$ cat config.mk
export PLATFORM = sky130hd
export DESIGN_NAME = seg_scan
export DESIGN_NICKNAME = d
export VERILOG_FILES = /design/src/rtl/seg_scan_pkg.sv /design/src/rtl/seg_scan_bcd7seg.sv /design/src/rtl/seg_scan.sv
export SDC_FILE = /design/constraint.sdc
export NUM_CORES = 1
export LEC_CHECK = 0
export CAP_MARGIN = 20
export CORE_UTILIZATION = 45
export CTS_CLUSTER_DIAMETER = 80
export CTS_CLUSTER_SIZE = 12
export DETAILED_ROUTE_END_ITERATION = 10
export PLACE_DENSITY = 0.68
export SKIP_LAST_GASP = 1
export SLEW_MARGIN = 15
export SYNTH_ARGS = -nofsm -noshare
export SYNTH_HDL_FRONTEND = slang
export SYNTH_SLANG_ARGS = --single-unit
$ cat constraint.sdc
create_clock -name clk -period 5.7 [get_ports clk]
set_input_delay 0.57 -clock clk [delete_from_list [all_inputs] [get_ports clk]]
set_output_delay 0.57 -clock clk [all_outputs]
set_load 0.01 [all_outputs]
$ cat src/rtl/seg_scan_pkg.sv
// Shared constants for the seven-segment scan driver.
// Holds blanking codes and default scan geometry used by seg_scan and its bench.
package seg_pkg;

  localparam logic [7:0] SEG_BLANK       = 8'hFF;
  localparam logic [7:0] AN_OFF          = 8'hFF;
  localparam int         DIGITS_DEF      = 8;
  localparam int         REFRESH_DIV_DEF = 100000;

endpackage

$ cat src/rtl/seg_scan_bcd7seg.sv
// Combinational hex nibble to active-low seven-segment decoder.
// Output bits 6:0 map to segments g..a; a low bit lights the segment.
module bcd7seg (
  input  logic [3:0] nib_i,
  output logic [6:0] seg_o
);

  always_comb begin
    seg_o = 7'h7F;
    case (nib_i)
      4'h0: seg_o = 7'h40;
      4'h1: seg_o = 7'h79;
      4'h2: seg_o = 7'h24;
      4'h3: seg_o = 7'h30;
      4'h4: seg_o = 7'h19;
      4'h5: seg_o = 7'h12;
      4'h6: seg_o = 7'h02;
      4'h7: seg_o = 7'h78;
      4'h8: seg_o = 7'h00;
      4'h9: seg_o = 7'h10;
      4'hA: seg_o = 7'h08;
      4'hB: seg_o = 7'h03;
      4'hC: seg_o = 7'h46;
      4'hD: seg_o = 7'h21;
      4'hE: seg_o = 7'h06;
      4'hF: seg_o = 7'h0E;
      default: seg_o = 7'h7F;
    endcase
  end

endmodule

$ cat src/rtl/seg_scan.sv
// Time-multiplexed 8-digit common-anode display driver showing the last four received bytes.
// Optional leading-zero blanking is enabled by defining SEG_SCAN_LZB_EN.
module seg_scan
  import seg_pkg::*;
#(
  parameter int DIGITS      = DIGITS_DEF,
  parameter int REFRESH_DIV = REFRESH_DIV_DEF
) (
  input  logic       clk,
  input  logic       rst,
  input  logic       in_valid,
  input  logic [7:0] in_byte,
  input  logic       clear,
  output logic [7:0] an,
  output logic [7:0] seg,
  output logic [2:0] digit_idx
);

  localparam int CNT_W = $clog2(REFRESH_DIV);

  logic [31:0]      hist_q, hist_d;
  logic [CNT_W-1:0] div_cnt_q, div_cnt_d;
  logic [2:0]       idx_q, idx_d;
  logic [7:0]       an_q, an_d;
  logic [7:0]       seg_q, seg_d;
  logic [2:0]       digit_idx_q, digit_idx_d;
  logic             wrap;
  logic [3:0]       nib;
  logic [6:0]       dec;
  logic             blank;

  // A strobe coinciding with clear lands in an otherwise empty history.
  always_comb begin
    hist_d = hist_q;
    if (clear)
      hist_d = 32'h0;
    if (in_valid)
      hist_d = {(clear ? 24'h0 : hist_q[23:0]), in_byte};
  end

  always_comb begin
    wrap      = (div_cnt_q == CNT_W'(REFRESH_DIV - 1));
    div_cnt_d = wrap ? '0 : div_cnt_q + CNT_W'(1);
    idx_d     = idx_q;
    if (wrap)
      idx_d = (idx_q == 3'(DIGITS - 1)) ? 3'd0 : idx_q + 3'd1;
  end

  assign nib = hist_q[{idx_q, 2'b00} +: 4];

  bcd7seg u_dec (
    .nib_i (nib),
    .seg_o (dec)
  );

`ifdef SEG_SCAN_LZB_EN
  logic [2:0] top_nz;

  // Highest non-zero nibble wins; an all-zero history still shows digit 0.
  always_comb begin
    top_nz = 3'd0;
    for (int i = 1; i < 8; i++)
      if (hist_q[4*i +: 4] != 4'h0)
        top_nz = 3'(i);
    blank = (idx_q > top_nz);
  end
`else
  assign blank = 1'b0;
`endif

  always_comb begin
    an_d        = blank ? AN_OFF : ~(8'b1 << idx_q);
    seg_d       = blank ? SEG_BLANK : {1'b1, dec};
    digit_idx_d = idx_q;
  end

  always_ff @(posedge clk) begin
    if (rst) begin
      hist_q      <= 32'h0;
      div_cnt_q   <= '0;
      idx_q       <= 3'd0;
      an_q        <= AN_OFF;
      seg_q       <= SEG_BLANK;
      digit_idx_q <= 3'd0;
    end else begin
      hist_q      <= hist_d;
      div_cnt_q   <= div_cnt_d;
      idx_q       <= idx_d;
      an_q        <= an_d;
      seg_q       <= seg_d;
      digit_idx_q <= digit_idx_d;
    end
  end

  assign an        = an_q;
  assign seg       = seg_q;
  assign digit_idx = digit_idx_q;

endmodule
Word level (Yosys, flattened, before mapping)
Memories as Yosys holds them, arrays and structs flattened. A register that Yosys moved wholly into a read port is not among the register bits. Index checks and enable logic that the tools add are counted.

Flip-flop bits (word level): 64. ROM bits: 112. Bits of input ports: 12. Output and inout bits: 19. Word-level logic and storage cells: 20. Memories: 1.

Add/sub/neg operators: 2. Equal/unequal tests: 2. Shift operators: 2. Mux-type cells: 4. Bitwise gates (word level): 1. Reduce and logical (&&, ||, !) cells: 2.

Memories: (name not given) (depth 16, width 7, read ports 1, clocked after memory_dff 1, write ports 0, RTL line seg_scan_bcd7seg.sv:10) `case (nib_i)`.

Operator list (count): $mux 32 (2); $shiftx 32x6->4 (1); $mux 24 (1); $add 17x1->17 const B (1); $eq 17x17->1 const B (1); $not 8->8 (1); $shl 1x3->8 const A (1); $add 3x1->3 const B (1); $eq 3x3->1 const B (1); $mux 3 (1); $reduce_bool 2->1 (1); $reduce_or 2->1 (1).

Logic depth before layout (Yosys ltp)
Gate-level depths: netlist of run 1.

Depth in word-level cells: 2. Gate-level depth with buffers: 8. Mapped depth without buffers: 7.

Cells and area by module
A second synthesis of run 1 with hierarchy kept.

Cells, all modules: 319. Area total of the unflattened synthesis: 3091.7 um^2.

Modules (own cells, without submodules): seg_scan (instances 1, cells an instance 287, area each 2816.5 um^2, sequential area each 1401.3 um^2); bcd7seg (instances 1, cells an instance 32, area each 275.3 um^2, sequential area each 0.0 um^2).

Least setup slack after synthesis of run 1
Ideal clock, no wire load.

Path kind: reg2reg. Start point: register idx_q[1], in the netlist digit_idx_d[1]. End point: register seg_q[3], in the netlist seg[3]. Library setup time: 132 ps. Arrival: 2143 ps. Data required time: 5568 ps. Slack: 3425 ps. Cell stages (with the launch flop): 9. Buffers on the path: 1. Clock period less this slack: 2275 ps. Cells stage by stage: dfxtp_1 buf_4 mux4_2 mux2i_4 inv_1 ha_1 a21boi_2 a2111oi_2 a31oi_1.

Word-level cells in the longest chain between the ends: 1.

RTL lines: start, declared (RTL line seg_scan.sv:23) `logic [2:0] idx_q, idx_d;`; start signal, assigned (RTL line seg_scan.sv:88) `idx_q <= idx_d;`; $shiftx 32x6->4 (RTL line seg_scan.sv:49) `assign nib = hist_q[{idx_q, 2'b00} +: 4];`; end, declared (RTL line seg_scan.sv:25) `logic [7:0] seg_q, seg_d;`.

No other way between the ends. A chain may end at the register's enable or synchronous reset.

Worst setup path in the final report of run 1
Start point: register idx_q[0], in the netlist digit_idx_d[0]. End point: register seg_q[3], in the netlist seg[3].

The elaborated chain is that of the path after synthesis.

==> results of run 1 <==
-- critical path: stages, from the launching register on --
cell and delay, ns:
dfxtp_1 0.75, mux4_2 0.61, mux2i_4 0.25, inv_1 0.12, ha_1 0.20, a21boi_2 0.16, a2111oi_2 0.34, a31oi_1 0.07
-- flip-flops by register name, summed over array words and instances, names as in the netlist --
name	flops
digit_idx_d	3
an	8
seg	7
hist_q	32
digit_idx	3
div_cnt_q	17
-- cell families (layout without fill, tap and decap cells) --
| family | Yosys count | after routing | share of synthesized area [%] |
|---|---|---|---|
| AOI/OAI and AO/OA | 35 | 35 | 7.68 |
| xor gates and xnor gates | 15 | 15 | 4.25 |
| adders and majority gates | 13 | 13 | 5.26 |
| buffers and inverters | 25 | 54 | 3.68 |
| DFF | 70 | 70 | 45.3 |
| muxes | 38 | 38 | 16.1 |
| other | 1 | 1 | 0.121 |
| and+or+nand+nor | 115 | 115 | 17.7 |
-- where the power goes --
| group | switching, mW | internal (mW) |
|---|---|---|
| clock network | 0.203 | 0.250 |
| logic | 0.0350 | 0.0328 |
| registers | 0.00539 | 0.499 |
| total | 0.243 | 0.782 |
-- cell type report --
class                           instances  area share (%)
Timing Repair Buffer                   29            7.89
Clock inverter                          6            2.59
Multi-Input combinational cell        217            43.7
Clock buffer                           10            3.53
Sequential cell                        70            38.7
Tap cell                               77            2.66
Inverter                                9           0.934
-- cell usage in the layout (no fill, tap or decap), types with 4 or more instances in the layout --
cell type and instances:
mux4_2 6, nand2_1 15, nand3_1 11, nor2_1 60, and3_1 4, xnor2_1 6, clkdlybuf4s50_1 28, ha_1 13
dfxtp_1 70, xor2_1 9, a21oi_1 15, nor3b_1 8, inv_1 8, mux2i_1 26, clkbuf_8 9, o21ai_0 4
-- worst min path at each step --
stage / endpoint / slack, ns / cells after the start
2_1_floorplan: div_cnt_q[0] / 0.41 / 1
3_3_place_gp: div_cnt_q[0] / 0.42 / 1
3_5_place_dp: div_cnt_q[0] / 0.43 / 1
4_1_cts: div_cnt_q[0] / 0.45 / 1
5_1_grt: div_cnt_q[0] / 0.48 / 1
6_report: div_cnt_q[0] / 0.44 / 1
-- through the flow --
stage               instance area, um^2  hold slack (ns)  std cells  setup WS [ns]
floorplan                          3090            0.413        312           3.42
global placement                   3400            0.424        402           3.17
detailed placement                 3400            0.434        402           3.07
CTS                                3620            0.450        418           3.03
global route                       3620            0.476        418           2.92
finish                             3620            0.442        418           3.07
-- per-layer routing --
layer  GRT usage, %  routed length, um
met5              0                  0
met4           9.40                127
met3           4.09                219
met2           23.7               2320
met1           24.0               2840
==> impl_metrics.yaml, run 1 <==
run_status:
  status: "complete, but fails checks"
  violations: "DRC"
floorplanning:
  initial_core_util_pct: 47.6
  die_area_mm2: 0.00721
  die-height_um: 84.9
  core-area_mm2: 0.00649
  die_x_um: 84.9
  num_rows: 29
  pin_count: 31
route:
  vias: 2166
  dr.pass1.iters: 8
  drc: 4
  post_drt_wl_per_cell_um: 13.2
  wirelength_um: 5510
  drt_iter0_drc: 100
  ant_nets: 0
  routed_via_density: 5.18
global_routing:
  first_global_vias: 1961
  grt.overflow.total: 0
  grt_max_degree: 41
  grt_usage_pct: 16.9
  antenna_found_initial: 0
  grt_pass1_wl_um: 9440
pwr:
  power.leakage_nw: 1.40
  p_total_mw: 1.03
  peakVddDrop_v: 0.000162
  power_density_mw_per_mm2: 283
clock_tree:
  worstSkewPairLatency_ns: 0.36
  clockRootBuffer: "clkbuf_8"
  htree_levels: 3
  cts.hold.buffers_added: 0
  post_cts_buffers: 0
  cts_buffers: 9
  cts.sinks: 70
  cts_tree: "built"
  cts-resized-gates: 0
  cts_buffer_depth: 2
  clk_transition_reported_paths_ns: 0.08
hold_path:
  hp-start: "div_cnt_q[0]"
  hp-class: "flip-flop to flip-flop"
critical_path:
  regToRegSetupSlack_ns: 3.07
  cp-end-kind: "flip-flop"
  crit_path_start: "digit_idx_d[0]"
  worstReg2RegEnd: "seg[3]"
  crit_type: "flip-flop to flip-flop"
  required_ns: 5.93
  worstPathArrival_ns: 2.86
  reg2regPathDepth: 7
  startpoint_type: "flip-flop"
  critPathMaxFanout: 14
  r2r-start: "digit_idx_d[0]"
  critPathCapture: "seg[3]"
layout:
  multi_input_area_mm2: 0.00158
  num_antenna_cells: 0
  layout-drive-gt1-share_pct: 10.9
  seq_area_mm2: 0.00140
  fillers: 565
  post-route-util_pct: 55.7
  finalNetCount: 361
  area_growth_pct: 16.9
sta:
  finalClockSkew_ns: 0.0109
  maxSlewViolCount: 0
  finalSetupViolCount: 0
  grt_setup_unrepaired: "false"
  fmax_mhz: 380
  fin_crit_sh_pct: 46.1
  period_needed_ns: 2.63
  hold_viol: 0
  slew_headroom_pct: 37.3
  setup_tns_ns: 0
  tightest_slew_ns: 0.940
yosys:
  netlist.area_leader.share_pct: 45.3
  yosysSeqAreaShare_pct: 45.3
  synthFlopType: "dfxtp_1"
  avgSynthCellArea_um2: 9.92
  synth_warnings: 0
  yosysMostFrequentCell: "dfxtp_1"
  synthArstFlopShare_pct: 0
  netlist_instances: 312
  synth_area_leaders: "dfxtp_1, mux2i_1, nor2_1, ha_1, mux4_2"
  yosysTopAreaCell: "dfxtp_1"
  syn_nets: 337
  synthesis.area_mm2: 0.00309
  ys_seq_elements: 70
  synth_cell_type_count: 45
  yosys-top-cells-count: "dfxtp_1, nor2_1, mux2i_1"
  synth_edf_count: 0
place:
  gp_congestion: 0.894
  portBuffers: 29
  hpwl_um: 3710
flow_run:
  drv_cap: 0
Note: power is estimated with default switching activity, not from simulation.
==> inputs of run 2 (changes only) <==
==> constraint.sdc (replaced) <==
create_clock -name clk -period 2.76 [get_ports clk]
set_input_delay 0.276 -clock clk [delete_from_list [all_inputs] [get_ports clk]]
set_output_delay 0.276 -clock clk [all_outputs]
set_load 0.01 [all_outputs]
==> run 2 against run 1 <==
  * Combinational power up 110%
  * Maximum frequency grew 11%
  * Hold slack improved by 0.012 ns
  * Highest routed layer unchanged
  * Critical path depth did not move
  * The run still ends with DRC left
  * Clock skew shrank 0.0065 ns
==> impl_metrics.yaml, run 2 (synthesis gave the netlist of run 1 again) <==
run_status:
  status: "complete, but fails checks"
  violations: "DRC"
clock_tree:
  cts.hold.buffers_added: 0
  cts_tree: "built"
  worstSkewPairLatency_ns: 0.35
  cts_buffer_depth: 2
  post_cts_buffers: 0
  clockRootBuffer: "clkbuf_8"
  htree_levels: 3
  cts.sinks: 70
  cts-resized-gates: 0
  cts_buffers: 9
  clk_transition_reported_paths_ns: 0.07
sta:
  finalSetupViolCount: 0
  setup_tns_ns: 0
  finalClockSkew_ns: 0.00433
  hold_viol: 0
  maxSlewViolCount: 0
  tightest_slew_ns: 0.949
  period_needed_ns: 2.37
  grt_setup_unrepaired: "false"
  slew_headroom_pct: 36.7
  fmax_mhz: 421
  fin_crit_sh_pct: 86.0
layout:
  post-route-util_pct: 55.4
  layout_commonest_cell: "dfxtp_1"
  largest_reg_flops: 32
  layout-drive-gt1-share_pct: 11.9
  largest_register: "hist_q"
  multi_input_area_mm2: 0.00158
  finalNetCount: 365
  num_antenna_cells: 0
  area_growth_pct: 16.4
  mostFrequentLayoutCells: "dfxtp_1, nor2_1, clkdlybuf4s50_1"
  seq_area_mm2: 0.00140
  fillers: 573
floorplanning:
  die_area_mm2: 0.00721
  num_rows: 29
  pin_count: 31
  die_x_um: 84.9
  core-area_mm2: 0.00649
  die-height_um: 84.9
  initial_core_util_pct: 47.6
critical_path:
  startpoint_type: "flip-flop"
  worstPathArrival_ns: 2.60
  critPathMaxFanout: 9
  cp-end-kind: "flip-flop"
  crit_type: "flip-flop to flip-flop"
  required_ns: 2.98
route:
  ant_nets: 0
  drc: 4
  drt_iter0_drc: 76
  wirelength_um: 5650
  dr.pass1.iters: 7
  post_drt_wl_per_cell_um: 13.4
  routed_via_density: 5.23
  vias: 2208
hold_path:
  hp-class: "flip-flop to flip-flop"
pwr:
  power.leakage_nw: 1.40
  power_density_mw_per_mm2: 532
  peakVddDrop_v: 0.000248
global_routing:
  grt_pass1_wl_um: 9530
  grt_max_degree: 41
  grt.overflow.total: 0
  antenna_found_initial: 0
  first_global_vias: 1992
  grt_usage_pct: 17.2
flow_run:
  drv_cap: 0
place:
  hpwl_um: 4020
  gp_congestion: 0.875
  portBuffers: 29
run 2: critical path, stage by stage (launching register included):
cell and delay (ns):
dfxtp_1 0.54, mux4_2 0.58, mux2i_4 0.24, inv_1 0.12, ha_1 0.20, a21boi_2 0.16, a2111oi_2 0.34, a31oi_1 0.06
run 2: per-layer routing:
layer / wire length (um) / track usage, % / vias to the layer above / part of all wire (%)
met5: 0 / 0 / - / 0
met4: 153 / 10.9 / 0 / 2.7
li1: - / - / 1126 / -
met3: 211 / 3.02 / 12 / 3.7
met2: 2360 / 24.5 / 57 / 42
met1: 2930 / 24.1 / 1013 / 52
run 2: area by class of cell:
type / instances / area share (%)
Multi-Input combinational cell: 217 / 43.8
Sequential cell: 70 / 38.9
Timing Repair Buffer: 33 / 8.76
Clock buffer: 11 / 3.93
Tap cell: 77 / 2.68
Clock inverter: 5 / 0.938
Inverter: 9 / 0.938
run 2: worst paths after layout:
path / start / endpoint / slack [ns] / cells past startpoint
hold reg to reg: div_cnt_q[0] / div_cnt_q[0] / 0.45 / 1
hold / removal: div_cnt_q[0] / div_cnt_q[0] / 0.45 / 1
setup / recovery: digit_idx_d[1] / seg[3] / 0.39 / 7
setup reg to reg: digit_idx_d[1] / seg[3] / 0.39 / 7
run 2: report_power, final:
group / leakage, nW / switching [mW] / total, mW / internal [mW]
logic: 0.742 / 0.0720 / 0.140 / 0.0683
clock network: 0.0857 / 0.382 / 0.733 / 0.350
registers: 0.569 / 0.0121 / 1.04 / 1.03
run 2: stage by stage:
stage	worst slack, ns	hold WS (ns)	instances	total power, mW	area [um^2]
6_report	0.385	0.454	422	1.92	3600
2_1_floorplan	0.485	0.413	312	1.16	3090
4_1_cts	0.379	0.449	422	1.94	3600
3_3_place_gp	0.491	0.426	406	1.20	3430
3_5_place_dp	0.393	0.435	406	1.21	3430
5_1_grt	0.196	0.464	422	2.00	3600
==> inputs of run 3 (changes only) <==
--- a/config.mk
+++ b/config.mk
@@ -6,11 +6,14 @@
 export NUM_CORES = 1
 export LEC_CHECK = 0
 export CAP_MARGIN = 20
-export CORE_UTILIZATION = 45
+export CELL_PAD_IN_SITES_DETAIL_PLACEMENT = 2
+export CELL_PAD_IN_SITES_GLOBAL_PLACEMENT = 2
+export CORE_ASPECT_RATIO = 1.75
+export CORE_UTILIZATION = 36
 export CTS_CLUSTER_DIAMETER = 80
 export CTS_CLUSTER_SIZE = 12
 export DETAILED_ROUTE_END_ITERATION = 10
-export PLACE_DENSITY = 0.68
+export PLACE_DENSITY = 0.82
 export SKIP_LAST_GASP = 1
 export SLEW_MARGIN = 15
 export SYNTH_ARGS = -nofsm -noshare
==> run 3 against run 2 <==
  * The run now ends clean
  * Critical path depth stayed put
  * Register-to-register slack worse by 0.08 ns
  * Hold slack better by 0.0014 ns
  * Combinational power is 9% higher
  * Total power is 24% higher
  * Final cell count is 9.5% higher
  * Clock power is 61% higher
  * Global-route usage is 3.5 points higher
  * Setup slack worse by 0.077 ns
==> impl_metrics.yaml, run 3 (synthesis gave the netlist of run 1 again) <==
run_status:
  status: "complete, no violations"
critical_path:
  crit_family: "multiplexers"
  crit_chain: "mux4_2 -> mux2i_4 -> inv_1 -> ha_1 -> a21boi_2 -> a2111oi_2 -> a31oi_1"
  critPathMaxFanout: 8
  crit_type: "flip-flop to flip-flop"
  startpoint_type: "flip-flop"
  worstPathArrival_ns: 2.66
  required_ns: 2.97
  critPathSlowestCell: "mux4_2"
  cp-end-kind: "flip-flop"
  crit_buf_inv: 1
  crit_path_max_incr_delay_ns: 0.57
global_routing:
  grt.overflow.total: 0
  antenna_found_initial: 0
  grt_pass1_wl_um: 13800
  grt_usage_pct: 20.8
  first_global_vias: 2752
  grt_max_degree: 25
route:
  drt-met1-wl_um: 2890
  vias: 2339
  routed_via_density: 5.06
  post_drt_wl_per_cell_um: 18.0
  met2WireLength_um: 4960
  ant_nets: 0
  wirelength_um: 8310
  dr.pass1.iters: 4
  drt_iter0_drc: 46
  top_layer: "met4"
  wl_met3_um: 175
  drc: 0
place:
  hpwl_um: 6160
  placed_cell_area_mm2: 0.00349
  gp_congestion: 0.859
  portBuffers: 29
  place_ws_ns: 0.377
clock_tree:
  cts.hold.buffers_added: 0
  cts_buffer_depth: 2
  clk_transition_reported_paths_ns: 0.06
  cts-resized-gates: 0
  cts_tree: "built"
  post_cts_buffers: 0
  cts_buffers: 9
  worstSkewPairLatency_ns: 0.34
  htree_levels: 3
  clockRootBuffer: "clkbuf_16"
  cts.sinks: 70
sta:
  period_needed_ns: 2.45
  finalSetupViolCount: 0
  fin_crit_sh_pct: 88.8
  fin_ws_ns: 0.308
  fmax_mhz: 408
  maxSlewViolCount: 0
  setup_tns_ns: 0
  grt_setup_unrepaired: "false"
  finalClockSkew_ns: 0.00479
  hold_viol: 0
floorplanning:
  initial_core_util_pct: 37.2
  die-height_um: 125
  num_rows: 44
  pin_count: 31
  die_area_mm2: 0.00898
  core-area_mm2: 0.00831
  die_x_um: 72.1
layout:
  largest_register: "hist_q"
  layout-drive-gt1-share_pct: 12.7
  mostFrequentLayoutCells: "dfxtp_1, nor2_1, clkdlybuf4s50_1"
  layout_commonest_cell: "dfxtp_1"
  area_growth_pct: 22.8
  design_area_mm2: 0.00380
  num_antenna_cells: 0
  largest_reg_flops: 32
  finalNetCount: 367
flow_run:
  drv_cap: 0
pwr:
  peakVddDrop_v: 0.000322
  power_density_mw_per_mm2: 626
  power.leakage_nw: 1.46
hold_path:
  hp-class: "flip-flop to flip-flop"
## run 3: cell types whose count changed in the layout (fill, tap and decap cells not counted), sizes merged
cell / change
clkinv: -1
buf: +2
bufinv: +1
inv: -1
clkinvlp: +1
## run 3: power breakdown
group | internal, mW | leakage (nW) | switching, mW
Sequential | 1.03 | 0.569 | 0.0136
Combinational | 0.0700 | 0.752 | 0.0828
Clock | 0.746 | 0.144 | 0.432
## run 3: area by class of cell
type	instances	area, um^2
Multi-Input combinational cell	217	1580
Sequential cell	70	1400
Timing Repair Buffer	35	330
Clock inverter	5	57.6
Inverter	9	33.8
Tap cell	115	144
Clock buffer	11	253
Fill cell	872	4510
## run 3: worst paths after layout
check	from	cells past startpoint	slack [ns]	end
min reg2reg	div_cnt_q[0]	1	0.46	div_cnt_q[0]
min	div_cnt_q[0]	1	0.46	div_cnt_q[0]
max reg2reg	digit_idx_d[1]	7	0.31	seg[3]
max	digit_idx_d[1]	7	0.31	seg[3]
## run 3: worst reg2reg max path, stage by stage (launching register included)
cell and delay, ns:
dfxtp_1 0.49, mux4_2 0.57, mux2i_4 0.24, inv_1 0.13, ha_1 0.22, a21boi_2 0.17, a2111oi_2 0.43, a31oi_1 0.08
## run 3: per-layer routing
| layer | up-vias | track usage, % |
|---|---|---|
| li1 | 1124 | - |
| met1 | 1157 | 19.3 |
| met2 | 39 | 39.7 |
| met3 | 19 | 3.88 |
| met4 | 0 | 12.0 |
| met5 | - | 0 |
## run 3: stage by stage
stage | cells | power, mW | util (%) | hold slack (ns)
global route | 462 | 2.46 | 45.7 | 0.486
detailed placement | 446 | 1.22 | 42.0 | 0.447
CTS | 462 | 2.41 | 45.7 | 0.460
floorplan | 312 | 1.16 | - | 0.413
global placement | 446 | 1.21 | 42.0 | 0.422
finish | 462 | 2.38 | 45.7 | 0.455
